## src/rtl/mem_bus_arbiter.sv

```systemverilog
// Two-master round-robin arbiter for the shared CPU memory bus; one whole transaction per grant.
// Optional bus timeout enabled by defining ARB_TIMEOUT_EN.
module mem_bus_arbiter #(
    parameter int AW             = 32,
    parameter int DW             = 32,
    parameter int TIMEOUT_CYCLES = 1024
) (
    input  logic          clk_i,
    input  logic          rst_n_i,
    input  logic [AW-1:0] m0_address_i,
    input  logic          m0_rw_req_i,
    input  logic          m0_rw_i,
    input  logic [DW-1:0] m0_write_data_i,
    input  logic [1:0]    m0_size_i,
    output logic [DW-1:0] m0_read_data_o,
    output logic          m0_rec_o,
    input  logic [AW-1:0] m1_address_i,
    input  logic          m1_rw_req_i,
    input  logic          m1_rw_i,
    input  logic [DW-1:0] m1_write_data_i,
    input  logic [1:0]    m1_size_i,
    output logic [DW-1:0] m1_read_data_o,
    output logic          m1_rec_o,
    output logic [AW-1:0] s_address_o,
    output logic          s_rw_req_o,
    output logic          s_rw_o,
    output logic [DW-1:0] s_write_data_o,
    output logic [1:0]    s_size_o,
    input  logic [DW-1:0] s_read_data_i,
    input  logic          s_rec_i,
    output logic [1:0]    grant_o,
    output logic          bus_err_o,
    input  logic          err_clr_i
);

    // state   | meaning
    // IDLE    | bus free, arbitrating between pending requests
    // GRANT0  | master 0 owns the bus until completion
    // GRANT1  | master 1 owns the bus until completion
    // RELEASE | one dead cycle; lets the slave drop its completion
    localparam logic [1:0] ST_IDLE    = 2'd0;
    localparam logic [1:0] ST_GRANT0  = 2'd1;
    localparam logic [1:0] ST_GRANT1  = 2'd2;
    localparam logic [1:0] ST_RELEASE = 2'd3;

    localparam logic [DW-1:0] TMO_DATA = DW'(32'hDEADBEEF);

    logic [1:0] state_q, state_d;
    logic       last_grant_q, last_grant_d;
    logic       in_g0, in_g1, tmo_hit, done;

    assign in_g0 = (state_q == ST_GRANT0);
    assign in_g1 = (state_q == ST_GRANT1);
    assign done  = s_rec_i | tmo_hit;

`ifdef ARB_TIMEOUT_EN
    localparam int CW = $clog2(TIMEOUT_CYCLES) + 1;

    logic [CW-1:0] tmo_cnt_q, tmo_cnt_d;
    logic          bus_err_q, bus_err_d;

    assign tmo_hit   = (in_g0 | in_g1) & ~s_rec_i & (tmo_cnt_q == CW'(TIMEOUT_CYCLES - 1));
    assign tmo_cnt_d = ((in_g0 | in_g1) & ~s_rec_i) ? tmo_cnt_q + 1'b1 : '0;
    // A timeout in the same cycle as err_clr keeps the flag set.
    assign bus_err_d = tmo_hit ? 1'b1 : (err_clr_i ? 1'b0 : bus_err_q);
    assign bus_err_o = bus_err_q;

    always_ff @(posedge clk_i or negedge rst_n_i) begin
        if (!rst_n_i) begin
            tmo_cnt_q <= '0;
            bus_err_q <= 1'b0;
        end else begin
            tmo_cnt_q <= tmo_cnt_d;
            bus_err_q <= bus_err_d;
        end
    end
`else
    logic unused_cfg;

    assign tmo_hit    = 1'b0;
    assign bus_err_o  = 1'b0;
    assign unused_cfg = err_clr_i | (TIMEOUT_CYCLES < 2);
`endif

    always_comb begin
        state_d      = state_q;
        last_grant_d = last_grant_q;
        case (state_q)
            ST_IDLE: begin
                if (m0_rw_req_i && m1_rw_req_i)
                    state_d = last_grant_q ? ST_GRANT0 : ST_GRANT1;
                else if (m0_rw_req_i)
                    state_d = ST_GRANT0;
                else if (m1_rw_req_i)
                    state_d = ST_GRANT1;
            end
            ST_GRANT0: begin
                if (done) begin
                    last_grant_d = 1'b0;
                    state_d      = ST_RELEASE;
                end
            end
            ST_GRANT1: begin
                if (done) begin
                    last_grant_d = 1'b1;
                    state_d      = ST_RELEASE;
                end
            end
            default: state_d = ST_IDLE;
        endcase
    end

    always_ff @(posedge clk_i or negedge rst_n_i) begin
        if (!rst_n_i) begin
            state_q      <= ST_IDLE;
            last_grant_q <= 1'b1;
        end else begin
            state_q      <= state_d;
            last_grant_q <= last_grant_d;
        end
    end

    assign grant_o        = {in_g1, in_g0};
    assign s_address_o    = in_g0 ? m0_address_i    : (in_g1 ? m1_address_i    : '0);
    assign s_rw_req_o     = in_g0 ? m0_rw_req_i     : (in_g1 ? m1_rw_req_i     : 1'b0);
    assign s_rw_o         = in_g0 ? m0_rw_i         : (in_g1 ? m1_rw_i         : 1'b0);
    assign s_write_data_o = in_g0 ? m0_write_data_i : (in_g1 ? m1_write_data_i : '0);
    assign s_size_o       = in_g0 ? m0_size_i       : (in_g1 ? m1_size_i       : 2'b00);

    assign m0_rec_o       = in_g0 & done;
    assign m1_rec_o       = in_g1 & done;
    assign m0_read_data_o = m0_rec_o ? (s_rec_i ? s_read_data_i : TMO_DATA) : '0;
    assign m1_read_data_o = m1_rec_o ? (s_rec_i ? s_read_data_i : TMO_DATA) : '0;

endmodule

```

## config.mk

```make
export PLATFORM = sky130hd
export DESIGN_NAME = mem_bus_arbiter
export DESIGN_NICKNAME = d
export VERILOG_FILES = /design/src/rtl/mem_bus_arbiter.sv
export SDC_FILE = /design/constraint.sdc
export NUM_CORES = 1
export LEC_CHECK = 0
export ABC_AREA = 0
export ABC_CLOCK_PERIOD_IN_PS = 1400
export CAP_MARGIN = 10
export CORE_AREA = 3 3 118 120
export DETAILED_ROUTE_END_ITERATION = 10
export DIE_AREA = 0 0 121 123
export SYNTH_ARGS = -nofsm -noshare
export SYNTH_HDL_FRONTEND = slang
export SYNTH_SLANG_ARGS = --single-unit
```

## constraint.sdc

```tcl
create_clock -name clk_i -period 1.4 [get_ports clk_i]
set_input_delay 0.28 -clock clk_i [delete_from_list [all_inputs] [get_ports clk_i]]
set_output_delay 0.28 -clock clk_i [all_outputs]
set_load 0.1 [all_outputs]
```

==> metrics <==
boundary pin count between 300 and 400; num rows 42; dpl hpwl 11,400 um; routed via count divided by cell count about 4.4; die outline area 0.0149 mm2; worst setup path class flop to output pin; critical path startpoint category flop; clock tree from TritonCTS yes; Final Hold Violating Endpoints 0; data required time at the worst endpoint 1120 ps; antenna fix cells 0; fraction of layout cells with a size suffix above 1 around 64%; Horiz. Die Dim ~120 um; upper clock frequency limit 0.492 GHz; Tmin final roughly 2000 ps; remaining number of nets flagged by the antenna check after routing 0; run status complete, but fails checks; initial standard-cell utilization of the core between 10% and 20%; number of fillers in the final layout around 910; worst hold-check path type primary input to asynchronous set/reset pin; CP Buf/Inv Count 4; Critical Path, Cell by Cell inv_2 -> ha_4 -> buf_12 -> clkbuf_16 -> nand2_1 -> o21ai_4 -> buf_12; routed wire length per instance between 15 and 20 um; number of antenna violations at the first check in global routing 0; final wirelength 16,000 um; aggregate global routing overflow 0; Post-synth ARST share 100%; net count after synthesis 501; family with the most delay on the worst path buffers and inverters; violations in the final reports setup timing; clock tree sinks 3; final critical-path setup slack -630 ps; Final setup violation count ~140; Core Box Area ~0.013 mm2; CP max stage cell dfrtp_2; placer congestion estimate 0.768; share of the clock period used by the worst path after layout 145%; clock root buffer clkbuf_16; number of design-rule violations left by the first detailed-router iteration approximately 100; via count of the first global-routing pass about 3.7k; CTS H-Tree Depth 1; Distinct cells, synth 26; Layout Skew 1.21 ps; total global-route track usage between 10% and 20%; combined area of all synthesized cells ~0.0017 mm2; synthesized flop and latch total 3; Worst path max stage delay around 430 ps; total number of yosys warnings 0; count of flip-flops with a built-in enable after synthesis 0; via count roughly 3.7k; number of pins exceeding their max-slew limit in the final report 0; count of buffers inserted at the top-level ports 306; signed area change from the synthesized netlist to the final layout 422%; global-route wire length before repair 20,700 um; CTS buffer count 3; # nets final ~850; worst slack after detailed placement -371 ps; cell type with the highest occurrence count on the critical path buf_12; grt peak-use layer met2; reported max-cap violation count 0; number of buffers inserted by hold repair at cts 0; leading cell types in the layout, fill and taps excluded clkdlybuf4s50_1, buf_12, and3_4, o21ai_4, nand2_1; first-pass iteration count of the detailed router 4; maximum number of pins on one net before global-route repair 42; arrival time worst endpoint around 1800 ps; fraction of the yosys area taken by sequential cells 4.49%; worst-path maximum fanout 10; Worst-path clk slew about 30 ps; kind of capture point of the worst setup path output pin; global routing met3 resource utilization under 10%; Die Ht between 100 and 150 um; global-route met2 utilization between 30% and 40%; commonest non-fill, non-tap cell in the layout clkdlybuf4s50_1; combined area of the multi-input logic cells between 0.002 and 0.003 mm2; insertion delay to the later sink of the worst-skew pair 220 ps; Primary FF master, synth dfrtp_1; instance count of the mapped netlist between 300 and 400; fraction of met1 tracks used by global routing roughly a fifth; number of remaining DRC errors 0; Reg area 77.6 um2; RSZ-0062 raised after global routing true; Max Root-Sink Buffers 2; post-synthesis average cell area 5.24 um2
[registers in the layout, summed over array words and instances (netlist names)]
name / cells
state_q: 2
last_grant_q: 1
[per-stage QoR]
stage	TNS [ps]	utilization [%]	std cells	instance area (um2)	hold slack (ps)
6_report	-70230	67.9	844	8880	259
2_1_floorplan	-49260	-	325	2920	-15.6
3_3_place_gp	-37160	58.6	802	7670	483
5_1_grt	-78690	67.9	844	8880	262
4_1_cts	-69460	62.7	823	8200	254
3_5_place_dp	-39920	58.6	802	7670	485
[kinds of logic after synthesis]
| group | share of synthesized area, % |
|---|---|
| AO/OA/AOI/OAI | 23.1 |
| adder cells (fa/ha/maj) | 2.94 |
| buffers and inverters | 14.0 |
| flip-flops | 4.49 |
| multiplexers | 0.588 |
| other | 0.220 |
| AND/OR/NAND/NOR | 54.7 |
[per-layer routing]
metal	vias to the layer above	part of all wire [%]	wire (um)
met5	-	0	0
met4	0	1.3	206
met3	14	6.8	1090
met2	167	56	8950
met1	1778	36	5750
li1	1785	-	-
[layout make-up]
class	count	share of cell area, %
clock buffer	4	0.887
inverter	4	0.211
multi-input combinational	279	31.9
sequential	3	0.873
tap	176	2.48
timing repair buffer	378	63.7
[path summary, 6_finish.rpt]
check	to	from	slack (ps)	depth (start not counted)
min in group clk_i	last_grant_q$_DFFE_PN1P_	last_grant_q$_DFFE_PN1P_	540	1
hold reg to reg	last_grant_q$_DFFE_PN1P_	last_grant_q$_DFFE_PN1P_	540	1
setup / recovery	s_address_o[25]	state_q[0]$_DFFE_PN0P_	-630	7
max in group asynchronous	last_grant_q$_DFFE_PN1P_	rst_n_i	900	1
hold / removal	state_q[0]$_DFFE_PN0P_	rst_n_i	260	1
setup reg to reg	state_q[0]$_DFFE_PN0P_	state_q[0]$_DFFE_PN0P_	-160	6
[Yosys cell counts, types with 4 or more instances]
| library cell | instances | area, um2 |
|---|---|---|
| a22o_1 | 4 | 35.0 |
| ha_1 | 4 | 50.1 |
| nand2_1 | 129 | 484 |
| o21ai_0 | 58 | 290 |
| o21ai_1 | 6 | 30.0 |
| and3_1 | 64 | 400 |
| buf_6 | 4 | 45.0 |
| buf_4 | 4 | 30.0 |
| buf_2 | 23 | 115 |
| clkbuf_1 | 6 | 22.5 |
| inv_1 | 4 | 15.0 |
[timing repair]
| item | in CTS | in global routing |
|---|---|---|
| endpoints found under the setup margin | 138 | 139 |
| buffers inserted | 10 | 16 |
| pin swaps | 8 | 31 |
| resized for setup | 39 | 107 |
| gates cloned | 8 | 12 |
Power is not shown: default switching activity piles up to over one toggle a cycle in this logic, so the estimate is an artifact.
